`src/rtl/gpu_pkg.sv`:
```
// Shared text-mode geometry constants, pipeline field types and the cell address helper.
package gpu_pkg;

  localparam int TEXT_COLS      = 40;
  localparam int TEXT_ROWS      = 25;
  localparam int GLYPH_W        = 8;
  localparam int GLYPH_H        = 8;
  localparam int SCALE          = 2;
  localparam int RENDER_LATENCY = 5;
  localparam int VRAM_AW        = 10;
  localparam int FONT_AW        = 10;

  // Per-pixel fields that ride alongside the RAM/ROM fetches.
  typedef struct packed {
    logic [2:0] gcol;
    logic       txt;
    logic       act;
  } carry_t;

  // row*40 + col as row*32 + row*8 + col.
  function automatic logic [VRAM_AW-1:0] cell_addr(input logic [4:0] row, input logic [5:0] col);
    return {row, 5'b0} + {2'b0, row, 3'b0} + {4'b0, col};
  endfunction

endpackage

```
`src/rtl/pet_text_renderer_if.sv`:
```
// Renderer bus: timing generator inputs, video RAM / character ROM ports, pixel and sync outputs.
interface pet_text_renderer_if;
  import gpu_pkg::*;

  logic [9:0]         x;
  logic [9:0]         y;
  logic               active_in;
  logic               h_sync_in;
  logic               v_sync_in;
  logic [VRAM_AW-1:0] vram_addr;
  logic [7:0]         vram_data;
  logic [FONT_AW-1:0] font_addr;
  logic [7:0]         font_data;
  logic               pixel;
  logic               active_out;
  logic               h_sync_out;
  logic               v_sync_out;

  modport master (
    output x, y, active_in, h_sync_in, v_sync_in, vram_data, font_data,
    input  vram_addr, font_addr, pixel, active_out, h_sync_out, v_sync_out
  );

  modport slave (
    input  x, y, active_in, h_sync_in, v_sync_in, vram_data, font_data,
    output vram_addr, font_addr, pixel, active_out, h_sync_out, v_sync_out
  );

endinterface

```
`src/rtl/sig_delay.sv`:
```
// Fixed-depth register delay line with synchronous reset to RESET_VAL.
// Latency DEPTH clocks; free-running, no backpressure.
module sig_delay #(
  parameter int              WIDTH     = 1,
  parameter int              DEPTH     = 1,
  parameter logic [WIDTH-1:0] RESET_VAL = '0
) (
  input  logic             clk,
  input  logic             rst,
  input  logic [WIDTH-1:0] din,
  output logic [WIDTH-1:0] dout
);

  logic [WIDTH-1:0] sr [DEPTH];

  always_ff @(posedge clk) begin
    if (rst) begin
      for (int i = 0; i < DEPTH; i++) sr[i] <= RESET_VAL;
    end else begin
      sr[0] <= din;
      for (int i = 1; i < DEPTH; i++) sr[i] <= sr[i-1];
    end
  end

  assign dout = sr[DEPTH-1];

endmodule

```
`src/rtl/pet_text_renderer.sv`:
```
// PET 40x25 text renderer: screen code fetch, glyph fetch, 2x-scaled monochrome pixel out.
// Latency 5 clocks on every path (pixel, active, syncs); free-running, no backpressure.
module pet_text_renderer
  import gpu_pkg::*;
#(
  parameter int unsigned V_OFFSET     = 40,
  parameter bit          BORDER_PIXEL = 1'b0,
  parameter bit          INVERT_EN    = 1'b1
) (
  input logic               clk,
  input logic               rst,
  pet_text_renderer_if.slave bus
);

  localparam logic [9:0] V_LO = 10'(V_OFFSET);
  localparam logic [9:0] V_HI = 10'(V_OFFSET + TEXT_ROWS * GLYPH_H * SCALE);

  logic [9:0] ty;
  logic [4:0] char_row;
  logic [5:0] char_col;
  logic       in_text_c;
  logic       unused_bits;

  assign ty        = bus.y - V_LO;
  assign char_row  = ty[8:4];
  assign char_col  = bus.x[9:4];
  assign in_text_c = bus.active_in && (bus.y >= V_LO) && (bus.y < V_HI);
  // Bit 0 of x and ty only selects the duplicated half of a scaled pixel.
  assign unused_bits = ^{ty[9], ty[0], bus.x[0]};

  logic [2:0] s1_grow, s2_grow;
  carry_t     s1, s2, s3, s4;
  logic       s3_inv, s4_inv;

  always_ff @(posedge clk) begin
    if (rst) begin
      bus.vram_addr <= '0;
      bus.font_addr <= '0;
      bus.pixel     <= 1'b0;
      s1_grow       <= '0;
      s2_grow       <= '0;
      s1            <= '0;
      s2            <= '0;
      s3            <= '0;
      s4            <= '0;
      s3_inv        <= 1'b0;
      s4_inv        <= 1'b0;
    end else begin
      // Holding the address outside the text area keeps it within 0..999.
      if (in_text_c) bus.vram_addr <= cell_addr(char_row, char_col);
      s1_grow <= ty[3:1];
      s1.gcol <= bus.x[3:1];
      s1.txt  <= in_text_c;
      s1.act  <= bus.active_in;

      s2_grow <= s1_grow;
      s2      <= s1;

      bus.font_addr <= {bus.vram_data[6:0], s2_grow};
      s3_inv        <= INVERT_EN & bus.vram_data[7];
      s3            <= s2;

      s4_inv <= s3_inv;
      s4     <= s3;

      if (s4.txt) bus.pixel <= bus.font_data[3'd7 - s4.gcol] ^ s4_inv;
      else        bus.pixel <= s4.act & BORDER_PIXEL;
    end
  end

  logic [2:0] sync_dly;

  sig_delay #(
    .WIDTH     (3),
    .DEPTH     (RENDER_LATENCY),
    .RESET_VAL (3'b011)
  ) u_sync_dly (
    .clk  (clk),
    .rst  (rst),
    .din  ({bus.active_in, bus.h_sync_in, bus.v_sync_in}),
    .dout (sync_dly)
  );

  assign bus.active_out = sync_dly[2];
  assign bus.h_sync_out = sync_dly[1];
  assign bus.v_sync_out = sync_dly[0];

endmodule

```
`src/flat_wrapper.sv`:
```
// flat-port wrapper written by rule: the top's interface ports become plain ports
module pet_text_renderer_flat import gpu_pkg::*;
#(
  parameter int unsigned V_OFFSET     = 40,
  parameter bit          BORDER_PIXEL = 1'b0,
  parameter bit          INVERT_EN    = 1'b1
)
  (clk, rst, bus_x, bus_y, bus_active_in, bus_h_sync_in, bus_v_sync_in, bus_vram_data, bus_font_data, bus_vram_addr, bus_font_addr, bus_pixel, bus_active_out, bus_h_sync_out, bus_v_sync_out);
  pet_text_renderer_if bus_i ();
  input logic clk;
  input logic rst;
  input wire logic [$bits(bus_i.x)-1:0] bus_x;
  input wire logic [$bits(bus_i.y)-1:0] bus_y;
  input wire logic [$bits(bus_i.active_in)-1:0] bus_active_in;
  input wire logic [$bits(bus_i.h_sync_in)-1:0] bus_h_sync_in;
  input wire logic [$bits(bus_i.v_sync_in)-1:0] bus_v_sync_in;
  input wire logic [$bits(bus_i.vram_data)-1:0] bus_vram_data;
  input wire logic [$bits(bus_i.font_data)-1:0] bus_font_data;
  output wire logic [$bits(bus_i.vram_addr)-1:0] bus_vram_addr;
  output wire logic [$bits(bus_i.font_addr)-1:0] bus_font_addr;
  output wire logic [$bits(bus_i.pixel)-1:0] bus_pixel;
  output wire logic [$bits(bus_i.active_out)-1:0] bus_active_out;
  output wire logic [$bits(bus_i.h_sync_out)-1:0] bus_h_sync_out;
  output wire logic [$bits(bus_i.v_sync_out)-1:0] bus_v_sync_out;
  assign bus_i.x = bus_x;
  assign bus_i.y = bus_y;
  assign bus_i.active_in = bus_active_in;
  assign bus_i.h_sync_in = bus_h_sync_in;
  assign bus_i.v_sync_in = bus_v_sync_in;
  assign bus_i.vram_data = bus_vram_data;
  assign bus_i.font_data = bus_font_data;
  assign bus_vram_addr = bus_i.vram_addr;
  assign bus_font_addr = bus_i.font_addr;
  assign bus_pixel = bus_i.pixel;
  assign bus_active_out = bus_i.active_out;
  assign bus_h_sync_out = bus_i.h_sync_out;
  assign bus_v_sync_out = bus_i.v_sync_out;
  pet_text_renderer #(.V_OFFSET(V_OFFSET), .BORDER_PIXEL(BORDER_PIXEL), .INVERT_EN(INVERT_EN)) u_core (.clk(clk), .rst(rst), .bus(bus_i));
endmodule
```
`config.mk`:
```
export PLATFORM = sky130hd
export DESIGN_NAME = pet_text_renderer_flat
export DESIGN_NICKNAME = d
export VERILOG_FILES = /design/src/rtl/gpu_pkg.sv /design/src/rtl/pet_text_renderer_if.sv /design/src/rtl/sig_delay.sv /design/src/rtl/pet_text_renderer.sv /design/src/flat_wrapper.sv
export SDC_FILE = /design/constraint.sdc
export NUM_CORES = 1
export LEC_CHECK = 0
export CORE_AREA = 2 2 77 79
export DETAILED_ROUTE_END_ITERATION = 7
export DIE_AREA = 0 0 79 81
export PLACE_DENSITY = 0.73
export REMOVE_ABC_BUFFERS = 1
export SYNTH_ARGS = -nofsm -noshare
export SYNTH_HDL_FRONTEND = slang
export SYNTH_HIERARCHICAL = 1
export SYNTH_SLANG_ARGS = --single-unit
```
`constraint.sdc`:
```
create_clock -name clk -period 2.5 [get_ports clk]
set_input_delay 0.25 -clock clk [delete_from_list [all_inputs] [get_ports clk]]
set_output_delay 0.25 -clock clk [all_outputs]
set_load 0.05 [all_outputs]
```
==> impl_metrics.json <==
{
  "rsz0062_at_grt": "no",
  "num_vias": 1734,
  "dr.pass1.iters": 4,
  "yosysMostFrequentCell": "dfxtp_1",
  "hold_viol": 0,
  "cts_buffer_depth": 2,
  "synth-seq-cells": 60,
  "gp_congestion": 0.787,
  "skew_ns": 0.0130,
  "numCtsBuffers": 9,
  "synth_cells": 212,
  "grt_pass1_vias": 1606,
  "num_rows": 28,
  "cp_top_family": "compound AO/OA/AOI/OAI gates",
  "initial_core_util": 0.403,
  "p_total_mw": 2.34,
  "maxSlewHeadroom": 0.658,
  "required_ns": 2.76,
  "worstSetupStartpointType": "input pin",
  "timing.hold.ws_ns": 0.152,
  "worstPathArrival_ns": 2.61,
  "area_delta_synth_final_pct": 44.5,
  "min_period_over_period": 0.941,
  "yosys.area.top_type_share": 0.525,
  "ff_latch_area_um2": 1200,
  "coreArea_um2": 5680,
  "critPathBufInv": 1,
  "synth_area_per_cell_um2": 10.8,
  "drc_errors": 0,
  "drv_cap": 0,
  "antenna_found_initial": 0,
  "ys_top_cells_by_area": "dfxtp_1 52%, nor2b_1 9.3%, ha_1 5.5%",
  "ioPinCount": 65,
  "slowest_delay_ns": 0.51,
  "cts_hold_buf": 0,
  "dp.cells": 359,
  "ys_warn_count": 6,
  "multiInputGateArea_um2": 987,
  "path_cells": "clkdlybuf4s50_1, nor2_2, nand2_1, nand2_1, nand2_1, ha_1, ha_1, o21a_2, a211o_1, a2111o_1, nand4_1",
  "cts.clk_slew.worst_paths_ns": 0.07,
  "antenna_cells": 0,
  "setup_viol": 0,
  "crit_path_frequent_cell": "nand2_1",
  "synthArstFlopShare": 0,
  "nFillCells": 502,
  "ys_seq_area_frac": 0.525,
  "crit_path_end_kind": "register",
  "status": "complete, no violations",
  "tightest_slew_ns": 0.512,
  "p_leak_nw": 1.35,
  "synthesis.area_um2": 2290,
  "io_buffers": 62,
  "report.final.slew_viol_count": 0,
  "routed_via_density": 4.58,
  "gr-total-overflow": 0,
  "netlist_top_cells_count": "60 x dfxtp_1, 34 x nor2b_1, 10 x ha_1, 10 x or2_1, 9 x a21oi_1",
  "cp_max_fo": 4,
  "postRouteAntennaNets": 0,
  "drt-initial-drc-count": 41,
  "hold_class": "input pin to register",
  "crit_path_top_delay_cell": "clkdlybuf4s50_1",
  "h-tree-depth": 3,
  "hpwl_mm": 3.11,
  "grt_pass1_wl_mm": 7.29,
  "grt_max_degree": 36,
  "root_buffer": "clkbuf_8",
  "p_per_area_nw_per_um2": 708,
  "fp.dieW_um": 79,
  "ir_drop_v": 0.000370,
  "postPlaceCellArea_um2": 3080,
  "design.die.area_um2": 6400,
  "cts_tree": "built",
  "stdcell_area_um2": 3310,
  "track_usage": 0.148,
  "synth_top_area_cell": "dfxtp_1",
  "fin_crit_ns": 2.35,
  "synth_ff_type": "dfxtp_1",
  "clock-sinks": 60,
  "finalNonFillerCells": 379,
  "drive_above_1_share": 0.211,
  "path_class": "input pin to register",
  "fmax_mhz": 425,
  "clock_latency_ns": 0.32,
  "synth_edf_count": 0,
  "routed_wl_mm": 4.46,
  "final_util": 0.583,
  "wl_per_cell_um": 11.8,
  "nets": 352,
  "yosys.cell_types.count": 43,
  "fp.dieH_um": 81
}
==> layout by cell type (no fill, tap or decap), drive strengths merged, types with 4 or more instances in the layout <==
cell and n:
nor2b 34, o21a 5, buf 27, or2 11, nand3 6, ha 10
a21oi 9, clkbuf 11, nand4 4, clkinv 4, inv 10, and2b 6
nand2 6, o21ai 10, dfxtp 60, clkdlybuf4s50 57
==> metal layers <==
metal / up-vias / wire length (um) / track usage
met5: - / 0 / 0
met2: 59 / 2040 / 0.238
li1: 887 / - / -
met1: 784 / 2050 / 0.182
met3: 4 / 340 / 0.0444
met4: 0 / 38 / 0.0690
==> metrics by stage <==
step	worst slack, ns	TNS (ns)
detailed placement	-0.639	-1.85
global placement	-0.581	-1.68
global route	0.0486	0
floorplan	-0.0339	-0.0339
CTS	0.00360	0
finish	0.148	0
==> final timing paths <==
kind                                    from                     endpoint  slack (ns)  cells past startpoint
setup / recovery                    bus_y[7]      u_core/bus.vram_addr[9]        0.15                     11
hold / removal                      bus_y[3]            u_core/s1_grow[2]        0.15                      2
setup reg to reg                u_core/s4[2]             u_core/bus.pixel        1.05                      4
hold reg to reg   u_core/u_sync_dly/sr[0][7]  u_core/u_sync_dly/sr[0][10]        0.41                      1
==> logic make-up after synthesis <==
group           count (synthesis)  share of synthesized area
compound gates                 34                     0.0995
xor+xnor                        5                     0.0191
fa+ha+maj                      12                     0.0721
buf+inv                        20                     0.0497
flops                          60                      0.525
mux                             3                     0.0240
simple gates                   78                      0.211
==> final cells by class <==
cell class                 instances  share of cell area
sequential                        60               0.363
multi-input combinational        132               0.298
timing repair buffer              88               0.241
clock buffer                       9              0.0374
tap                               75              0.0284
clock inverter                     7              0.0227
inverter                           8             0.00907
==> power breakdown <==
group | leakage (nW) | internal, mW | switching, mW
Combinational | 0.756 | 0.244 | 0.227
Sequential | 0.492 | 0.997 | 0.0125
Clock | 0.104 | 0.467 | 0.396
Total | 1.35 | 1.71 | 0.635
==> worst register-to-register path, stage by stage (launching register included) <==
cell     delay (ns)
dfxtp_1        0.38
mux4_2         0.51
mux2i_1        0.20
xor2_1         0.17
nor3b_1        0.06
==> sequential cells by signal, summed over array words and instances, names as in the netlist <==
signal and count:
u_core/u_sync_dly/sr 15, u_core/bus.font_addr 10, u_core/bus.vram_addr 10, u_core/s1 4, u_core/s2 4, u_core/s3 4
u_core/s4 4, u_core/s1_grow 3, u_core/s2_grow 3, u_core/bus.pixel 1, u_core/s3_inv 1, u_core/s4_inv 1
==> timing repair <==
item | CTS | global route
resized for setup | 7 | 4
pin swaps | 7 | 2
buffers inserted | 3 | 1
endpoints found under the setup margin | 2 | 2
Note: power is estimated with default switching activity, not from simulation.
